<file path="config.mk">
export PLATFORM = sky130hd
export DESIGN_NAME = wb_pwm_capture
export DESIGN_NICKNAME = d
export VERILOG_FILES = /design/src/rtl/wb_pwm_capture.sv
export SDC_FILE = /design/constraint.sdc
export NUM_CORES = 1
export LEC_CHECK = 0
export BUFFER_PORTS_ARGS = -buffer_cell sky130_fd_sc_hd__buf_2
export CORE_MARGIN = 2
export CORE_UTILIZATION = 30
export DETAILED_ROUTE_END_ITERATION = 12
export GPL_TIMING_DRIVEN = 0
export PLACE_DENSITY = 0.46
export SLEW_MARGIN = 15
export SYNTH_ARGS = -nofsm -noshare
export SYNTH_HDL_FRONTEND = slang
export SYNTH_SLANG_ARGS = --single-unit
</file>
<file path="constraint.sdc">
create_clock -name wb_clk_i -period 2.3 [get_ports wb_clk_i]
set_input_delay 0.575 -clock wb_clk_i [delete_from_list [all_inputs] [get_ports wb_clk_i]]
set_output_delay 0.575 -clock wb_clk_i [all_outputs]
set_load 0.03 [all_outputs]
</file>
<file path="src/rtl/wb_pwm_capture.sv">
`timescale 1ns/1ps
// wb_pwm_capture: multi-channel PWM input capture with a Wishbone B4 pipelined
// read port. Each channel measures period and high time of its input in
// clock cycles and holds the latest result until it is replaced.
// Optional build macro PWM_CAPTURE_IRQ_EN adds an irq output (registered OR
// of every channel's valid flag).
module wb_pwm_capture #(
  parameter int BIT_NUM     = 8,
  parameter int CHANNEL_NUM = 3
) (
  input  logic                   wb_clk_i,
  input  logic                   wb_rst_ni,
  input  logic                   wb_cyc_i,
  input  logic                   wb_stb_i,
  input  logic                   wb_we_i,
  input  logic [3:0]             wb_adr_i,
  input  logic [31:0]            wb_dat_i,
  output logic [31:0]            wb_dat_o,
  output logic                   wb_ack_o,
  output logic                   wb_stall_o,
  input  logic [CHANNEL_NUM-1:0] pwm_in
`ifdef PWM_CAPTURE_IRQ_EN
  ,
  output logic                   irq
`endif
);

  localparam logic [BIT_NUM-1:0] MAX = '1;
  localparam logic [BIT_NUM-1:0] ONE = BIT_NUM'(1);

  logic                   req;
  logic                   ack_q;
  logic [31:0]            dat_q;
  logic [31:0]            rdata;
  logic [CHANNEL_NUM-1:0] valid_v;
  logic [CHANNEL_NUM-1:0] ovf_v;
  logic [BIT_NUM-1:0]     period_v [CHANNEL_NUM];
  logic [BIT_NUM-1:0]     high_v   [CHANNEL_NUM];

  // write data is never stored; fold it so it has a reader
  logic unused_dat;
  assign unused_dat = ^wb_dat_i;

  assign req        = wb_cyc_i & wb_stb_i;
  assign wb_stall_o = 1'b0;
  assign wb_ack_o   = ack_q;
  assign wb_dat_o   = dat_q;

  for (genvar c = 0; c < CHANNEL_NUM; c++) begin : g_ch
    logic               sync1_q, sync2_q, dly_q;
    logic               armed_q, armed_d;
    logic               valid_q, valid_d;
    logic               ovf_q, ovf_d;
    logic [BIT_NUM-1:0] pcnt_q, pcnt_d;
    logic [BIT_NUM-1:0] hcnt_q, hcnt_d;
    logic [BIT_NUM-1:0] period_q, period_d;
    logic [BIT_NUM-1:0] high_q, high_d;
    logic               s, rise, clr;

    assign s    = sync2_q;
    assign rise = sync2_q & ~dly_q;
    // period-word read of this channel, sampled this cycle
    assign clr  = req & ~wb_we_i & wb_adr_i[0] & (wb_adr_i[3:1] == 3'(c));

    assign valid_v[c]  = valid_q;
    assign ovf_v[c]    = ovf_q;
    assign period_v[c] = period_q;
    assign high_v[c]   = high_q;

    // measurement next state; a latch overrides a same-cycle read-clear
    always_comb begin
      pcnt_d   = (pcnt_q == MAX) ? pcnt_q : pcnt_q + ONE;
      hcnt_d   = (s && hcnt_q != MAX) ? hcnt_q + ONE : hcnt_q;
      armed_d  = armed_q;
      valid_d  = valid_q;
      ovf_d    = ovf_q;
      period_d = period_q;
      high_d   = high_q;
      if (clr) begin
        valid_d = 1'b0;
        ovf_d   = 1'b0;
      end
      if (rise) begin
        // the rise cycle itself is the first counted cycle of the new period
        pcnt_d  = ONE;
        hcnt_d  = ONE;
        armed_d = 1'b1;
        if (armed_q) begin
          period_d = pcnt_q;
          high_d   = hcnt_q;
          valid_d  = 1'b1;
          ovf_d    = 1'b0;
        end
      end else if (pcnt_q == MAX) begin
        period_d = MAX;
        high_d   = hcnt_q;
        valid_d  = 1'b1;
        ovf_d    = 1'b1;
        armed_d  = 1'b1;
        pcnt_d   = ONE;
        hcnt_d   = s ? ONE : '0;
      end
    end

    // synchronizer, edge history and measurement registers
    always_ff @(posedge wb_clk_i or negedge wb_rst_ni) begin
      if (!wb_rst_ni) begin
        sync1_q  <= 1'b0;
        sync2_q  <= 1'b0;
        dly_q    <= 1'b0;
        armed_q  <= 1'b0;
        valid_q  <= 1'b0;
        ovf_q    <= 1'b0;
        pcnt_q   <= '0;
        hcnt_q   <= '0;
        period_q <= '0;
        high_q   <= '0;
      end else begin
        sync1_q  <= pwm_in[c];
        sync2_q  <= sync1_q;
        dly_q    <= sync2_q;
        armed_q  <= armed_d;
        valid_q  <= valid_d;
        ovf_q    <= ovf_d;
        pcnt_q   <= pcnt_d;
        hcnt_q   <= hcnt_d;
        period_q <= period_d;
        high_q   <= high_d;
      end
    end
  end

  // read mux; channels beyond CHANNEL_NUM fall through to zero
  always_comb begin
    rdata = '0;
    for (int c = 0; c < CHANNEL_NUM; c++) begin
      if (wb_adr_i[3:1] == 3'(c)) begin
        rdata[31]          = valid_v[c];
        rdata[30]          = ovf_v[c];
        rdata[BIT_NUM-1:0] = wb_adr_i[0] ? period_v[c] : high_v[c];
      end
    end
  end

  // bus response: one-cycle ack for every strobe, data registered alongside
  always_ff @(posedge wb_clk_i or negedge wb_rst_ni) begin
    if (!wb_rst_ni) begin
      ack_q <= 1'b0;
      dat_q <= '0;
    end else begin
      ack_q <= req;
      dat_q <= (req && !wb_we_i) ? rdata : '0;
    end
  end

`ifdef PWM_CAPTURE_IRQ_EN
  logic irq_q;
  assign irq = irq_q;

  // interrupt follows any pending valid measurement one cycle later
  always_ff @(posedge wb_clk_i or negedge wb_rst_ni) begin
    if (!wb_rst_ni) irq_q <= 1'b0;
    else            irq_q <= |valid_v;
  end
`endif

endmodule

</file>
==> impl_metrics.tcl, run 1 <==
set metrics [dict create \
    outcome "completed" \
    rows 51 \
    postSynthAreaPerCell_um2 11.1 \
    fmax_mhz 499 \
    synth_fa_ha_area_share_pct 1.29 \
    via_per_inst 4.53 \
    grt_max_degree 69 \
    holdBufCountCts 0 \
    placed_cells 835 \
    htreeDepth 4 \
    grt_antenna_before_repair 3 \
    criticalPathCategory "reg2reg" \
    fin_tns_setup_ps 0 \
    worst_path_largest_cell_delay_ps 390 \
    clock_sinks 125 \
    ff2ff_setup_slack_ps 300 \
    drt_iter0_markers 204 \
    yosys_warnings 0 \
    synthArstFlopShare_pct 100 \
    worst_setup_path_start_kind "register" \
    synth_edf_count 0 \
    p_per_area_nw_per_um2 920 \
    synth_compound_area_share_pct 7.95 \
    fin_crit_sh_pct 87.1 \
    clockRootBuffer "clkbuf_16" \
    r2r_start "g_ch[2].pcnt_q[0]" \
    coreArea_um2 19300 \
    yosys_most_used_dff "dfrtp_1" \
    cts_setup_buffers 0 \
    drc 0 \
    cts_buffers 17 \
    slew_violations 0 \
    vias 3916 \
    post_drt_wl_per_cell_um 14.5 \
    drt_first_pass_iters 4 \
    slowest_stage "dfrtp_1" \
    area_growth_pct 19.0 \
    io_buffers 21 \
    synth_mux_area_share_pct 11.3 \
    drive_gt1_share_pct 22.9 \
    die_width_um 144 \
    setup_ws_ps 297 \
    min_period_ps 2000 \
    postSynthCellCount 526 \
    synth.top_cell.area_share_pct 53.5 \
    design.die.area_um2 20600 \
    place_ws_ps 283 \
    reg2regPathDepth 6 \
    clock_path_buffers 2 \
    clk_pin_slew_ps 50 \
    fin_nets 639 \
    finalHoldViolations 0 \
    grt_pass1_vias 3991 \
    power_leakage_nw 3.21 \
    synthSimpleGateAreaFrac_pct 16.4 \
    worst_pin_slew_ps 644 \
    synth.distinct_cells 52 \
    setup_viol 0 \
    cp-end-kind "register" \
    crit_fanout 10 \
    die_h_um 144 \
    rsz0062_at_grt "no" \
    synth_top_cell_by_area "dfrtp_1" \
    clk_latency_ps 410 \
    layoutNonFillerInstCount 865 \
    finClkSkew_ps 7.71 \
    power_mw 6.39 \
    required_ps 2590 \
    crit_chain "ha_1 -> and3_1 -> nand3_2 -> o21ai_4 -> buf_6 -> mux2_2" \
    cts_resized 0 \
    ios 78 \
    dp_hpwl_um 8830 \
    min_path_type "in2async" \
    relSlewSlack_pct 56.7 \
    synth_xor_area_share_pct 4.05 \
    synth_top_family_by_area "simple AND/OR/NAND/NOR gates" \
    cts_tree "built" \
    gp_congestion 0.742 \
    drtAntennaViolNets 0 \
    ys_seq_area_share_pct 53.5 \
    synth-seq-cells 125 \
    peakVddDrop_v 0.000460 \
    cp.arrival_ps 2290 \
    start_util_pct 30.3 \
    drt_wl_total_um 12500 \
    rr_endpoint "g_ch[2].high_q[7]" \
    grt_usage_pct 13.3 \
    overflow 0 \
    grt_pass1_wl_um 21100 \
    syn_area_um2 5840 \
    drv_cap 0 \
    critPathLaunch "g_ch[2].pcnt_q[0]" \
    synth_area_leaders "dfrtp_1 (54%), mux2_2 (6.2%), nor2_1 (4.0%)" \
]
==> logic make-up after synthesis <==
group	count (synthesis)
compound gates	69
xor+xnor	27
fa+ha+maj	6
buf+inv	49
flops	125
mux	58
other cells	1
simple gates	191
==> worst max path at each step <==
stage	depth (start not counted)	slack, ps	to
global placement	1	-990	g_ch[1].sync1_q
global route	6	190	g_ch[2].high_q[7]
CTS	6	280	g_ch[2].high_q[7]
finish	6	300	g_ch[2].high_q[7]
detailed placement	5	280	wb_dat_o[2]
floorplan	6	540	g_ch[2].high_q[7]
==> per-layer routing <==
metal  wire length (µm)  part of all wire, %  global-route usage [%]
met1               5870                   47                    17.1
met2               5970                   48                    21.1
met3                524                  4.2                    4.43
met4                148                  1.2                    4.23
met5                 13                 0.10                       0
==> synth_stat cells, drive strengths merged, types with 8 or more instances <==
library cell,instances
nand3,25
xor2,13
o21ai,21
mux2i,18
xnor2,14
o22a,8
mux2,40
nand2,40
a21oi,15
clkbuf,9
a221oi,8
and3,10
buf,35
dfrtp,125
nand4,10
nor2b,9
nor2,63
==> placed cells by master (no fill, tap or decap), drive strengths merged, types with 4 or more instances in the layout <==
cell    count
or3         7
and2        5
clkinv      4
mux2       40
o22a        8
ha          6
nand2      40
buf        57
mux2i      18
conb       23
nand4      10
nand3      25
and3       10
o21ai      21
xor2       13
nand2b      4
xnor2      14
nor2b       9
dfrtp     125
nor2       63
a21oi      15
inv         5
nor3        5
a221oi      8
clkbuf     29
==> final cells by class <==
cell class                 count  area (µm²)
antenna                        2        5.00
buffer                        44         294
clock buffer                  20         457
clock inverter                 8        95.1
fill                        1965       12300
inverter                       5        18.8
multi-input combinational    374        2480
sequential                   125        3130
tap                          265         332
timing repair buffer          22         139
==> sequential cells by signal (all words and copies together), names as in the netlist <==
| name | flops |
|---|---|
| g_ch.valid_q | 3 |
| g_ch.s | 3 |
| wb_dat_o | 10 |
| g_ch.armed_q | 3 |
| g_ch.pcnt_q | 24 |
| g_ch.sync1_q | 3 |
| g_ch.hcnt_q | 24 |
| g_ch.dly_q | 3 |
| wb_ack_o | 1 |
| g_ch.ovf_q | 3 |
| g_ch.high_q | 24 |
| g_ch.period_q | 24 |
==> through the flow <==
step	util [%]	hold slack [ps]	instance area (µm²)
3_5_place_dp	33.2	336	6390
3_3_place_gp	33.0	332	6360
2_1_floorplan	-	279	5920
6_report	36.1	159	6950
4_1_cts	36.0	190	6950
5_1_grt	36.0	205	6950
==> where the power goes <==
group / internal [mW] / switching [mW]
logic: 0.462 / 0.465
clock network: 1.62 / 0.944
registers: 2.55 / 0.353
total: 4.63 / 1.76
==> critical path: cells and delay by family, from the launching register on <==
kind,cells,cell delay [ps]
simple gates,2,430
flops,1,390
buf+inv,1,200
fa+ha+maj,1,190
mux,1,340
compound gates,1,330
(Power assumes the default switching activity.)
==> run 2: changes to the inputs <==
BUFFER_PORTS_ARGS = -buffer_cell sky130_fd_sc_hd__buf_4   (was -buffer_cell sky130_fd_sc_hd__buf_2)
CTS_CLUSTER_DIAMETER = 200   (was not set)
==> run 2 against run 1 <==
Combinational power rose by 0.4%; global-route usage barely moved; first-iteration DRC count fell by 20%; setup slack improved by 33 ps; cell area rose by 0.88%; critical endpoint unchanged; largest power group unchanged.
==> impl_metrics.tcl, run 2 (synthesis results as in run 1) <==
set metrics [dict create \
    postLayoutCellArea_um2 7010 \
    gp_congestion 0.726 \
    cp-end-kind "register" \
    layoutNonFillerInstCount 866 \
    finalHoldViolations 0 \
    drive_gt1_share_pct 23.0 \
    fin_crit_sh_pct 85.7 \
    drt_iter0_markers 164 \
    design.die.area_um2 20600 \
    grt_usage_pct 13.2 \
    cp_top_family "simple AND/OR/NAND/NOR gates" \
    post_drt_wl_per_cell_um 14.4 \
    drv_cap 0 \
    mostFrequentLayoutCell "dfrtp_1" \
    clk_latency_ps 410 \
    critPathBufInv 1 \
    share_comb_of_total_power_pct 14.5 \
    htreeDepth 4 \
    via_per_inst 4.48 \
    reg2regPathDepth 6 \
    fin_tns_setup_ps 0 \
    drtAntennaViolNets 0 \
    antenna_cells 0 \
    intPower_mw 4.63 \
    area_growth_pct 20.0 \
    peakVddDrop_v 0.000443 \
    cts_buffers 17 \
    critPathLaunch "g_ch[2].pcnt_q[0]" \
    vias 3881 \
    grt_pass1_wl_um 20800 \
    worst-path-stages 6 \
    cts_resized 0 \
    power_mw 6.42 \
    dp_hpwl_um 8800 \
    min_period_ps 1970 \
    worst_setup_path_start_kind "register" \
    finClkSkew_ps 9.57 \
    slowest_stage "dfrtp_1" \
    cts_setup_buffers 0 \
    overflow 0 \
    worst_pin_slew_ps 606 \
    ios 78 \
    outcome "completed" \
    io_buffers 21 \
    die_h_um 144 \
    min_path_type "in2async" \
    drt_first_pass_iters 4 \
    final_cell_mix "dfrtp_1 (125), nor2_1 (63), buf_4 (44), nand2_1 (36), mux2_2 (32)" \
    clk_pin_slew_ps 60 \
    placed_area_um2 6440 \
    switching_share_pct 27.9 \
    clock_path_buffers 2 \
    required_ps 2600 \
    seqPwrFrac_pct 45.2 \
    placed_cells 835 \
    grt_max_degree 69 \
    holdBufCountCts 0 \
    drc 0 \
    cp.arrival_ps 2270 \
    fin_nets 639 \
    relSlewSlack_pct 59.3 \
    die_width_um 144 \
    power_leakage_nw 3.21 \
    slew_violations 0 \
    clockRootBuffer "clkbuf_16" \
    cts_tree "built" \
    grt_pass1_vias 3901 \
    coreArea_um2 19300 \
    crit_fanout 10 \
    r2r_start "g_ch[2].pcnt_q[0]" \
    criticalPathCategory "reg2reg" \
    fmax_mhz 507 \
    clock_sinks 125 \
    p_per_area_nw_per_um2 916 \
    crit_chain "ha_1 -> and3_1 -> nand3_2 -> o21ai_4 -> buf_6 -> mux2_2" \
    grt_antenna_before_repair 0 \
    drt_wl_total_um 12400 \
    start_util_pct 30.3 \
    rsz0062_at_grt "no" \
    clkPwrFrac_pct 40.4 \
    worst_path_largest_cell_delay_ps 380 \
    rows 51 \
    switching_power_mw 1.79 \
    setup_viol 0 \
]
==> run 2: changes by cell type in the layout (fill, tap and decap cells not counted), sizes merged <==
cell,change
diode,-2
clkbuf,+1
clkinvlp,+2
==> run 2: metrics by stage <==
step / util (%) / hold WS (ps) / setup slack [ps]
2_1_floorplan: - / 279 / 542
3_3_place_gp: 33.3 / 331 / 240
5_1_grt: 36.4 / 142 / 149
4_1_cts: 36.4 / 144 / 307
3_5_place_dp: 33.4 / 335 / 250
6_report: 36.4 / 120 / 329
==> run 2: power by group through the flow <==
stage / logic [mW] / clock network (mW) / registers [mW]
finish: 0.930 / 2.59 / 2.90
global route: 1.05 / 2.78 / 2.96
CTS: 0.946 / 2.67 / 2.90
detailed placement: 0.938 / 0 / 2.94
global placement: 0.916 / 0 / 2.93
floorplan: 0.735 / 0 / 2.82
==> run 2: final timing paths <==
kind	endpoint	slack [ps]
min in group wb_clk_i	g_ch[1].sync1_q	270
max	g_ch[2].high_q[7]	330
min	g_ch[2].hcnt_q[0]	120
max reg2reg	g_ch[2].high_q[7]	330
max in group asynchronous	g_ch[0].pcnt_q[2]	1460
min reg2reg	g_ch[2].s	350
==> run 2: layer usage <==
layer / GRT usage, % / vias up / part of all wire (%)
li1: - / 1925 / -
met1: 17.8 / 1898 / 48
met2: 20.5 / 46 / 47
met3: 3.93 / 12 / 3.4
met4: 4.33 / 0 / 1.1
met5: 0 / - / 0
==> run 2: area by class of cell <==
class | instances | area (µm²)
buffer | 44 | 294
clock buffer | 21 | 450
clock inverter | 10 | 118
fill | 1960 | 12300
inverter | 5 | 18.8
multi-input combinational | 374 | 2480
sequential | 125 | 3130
tap | 265 | 332
timing repair buffer | 22 | 189
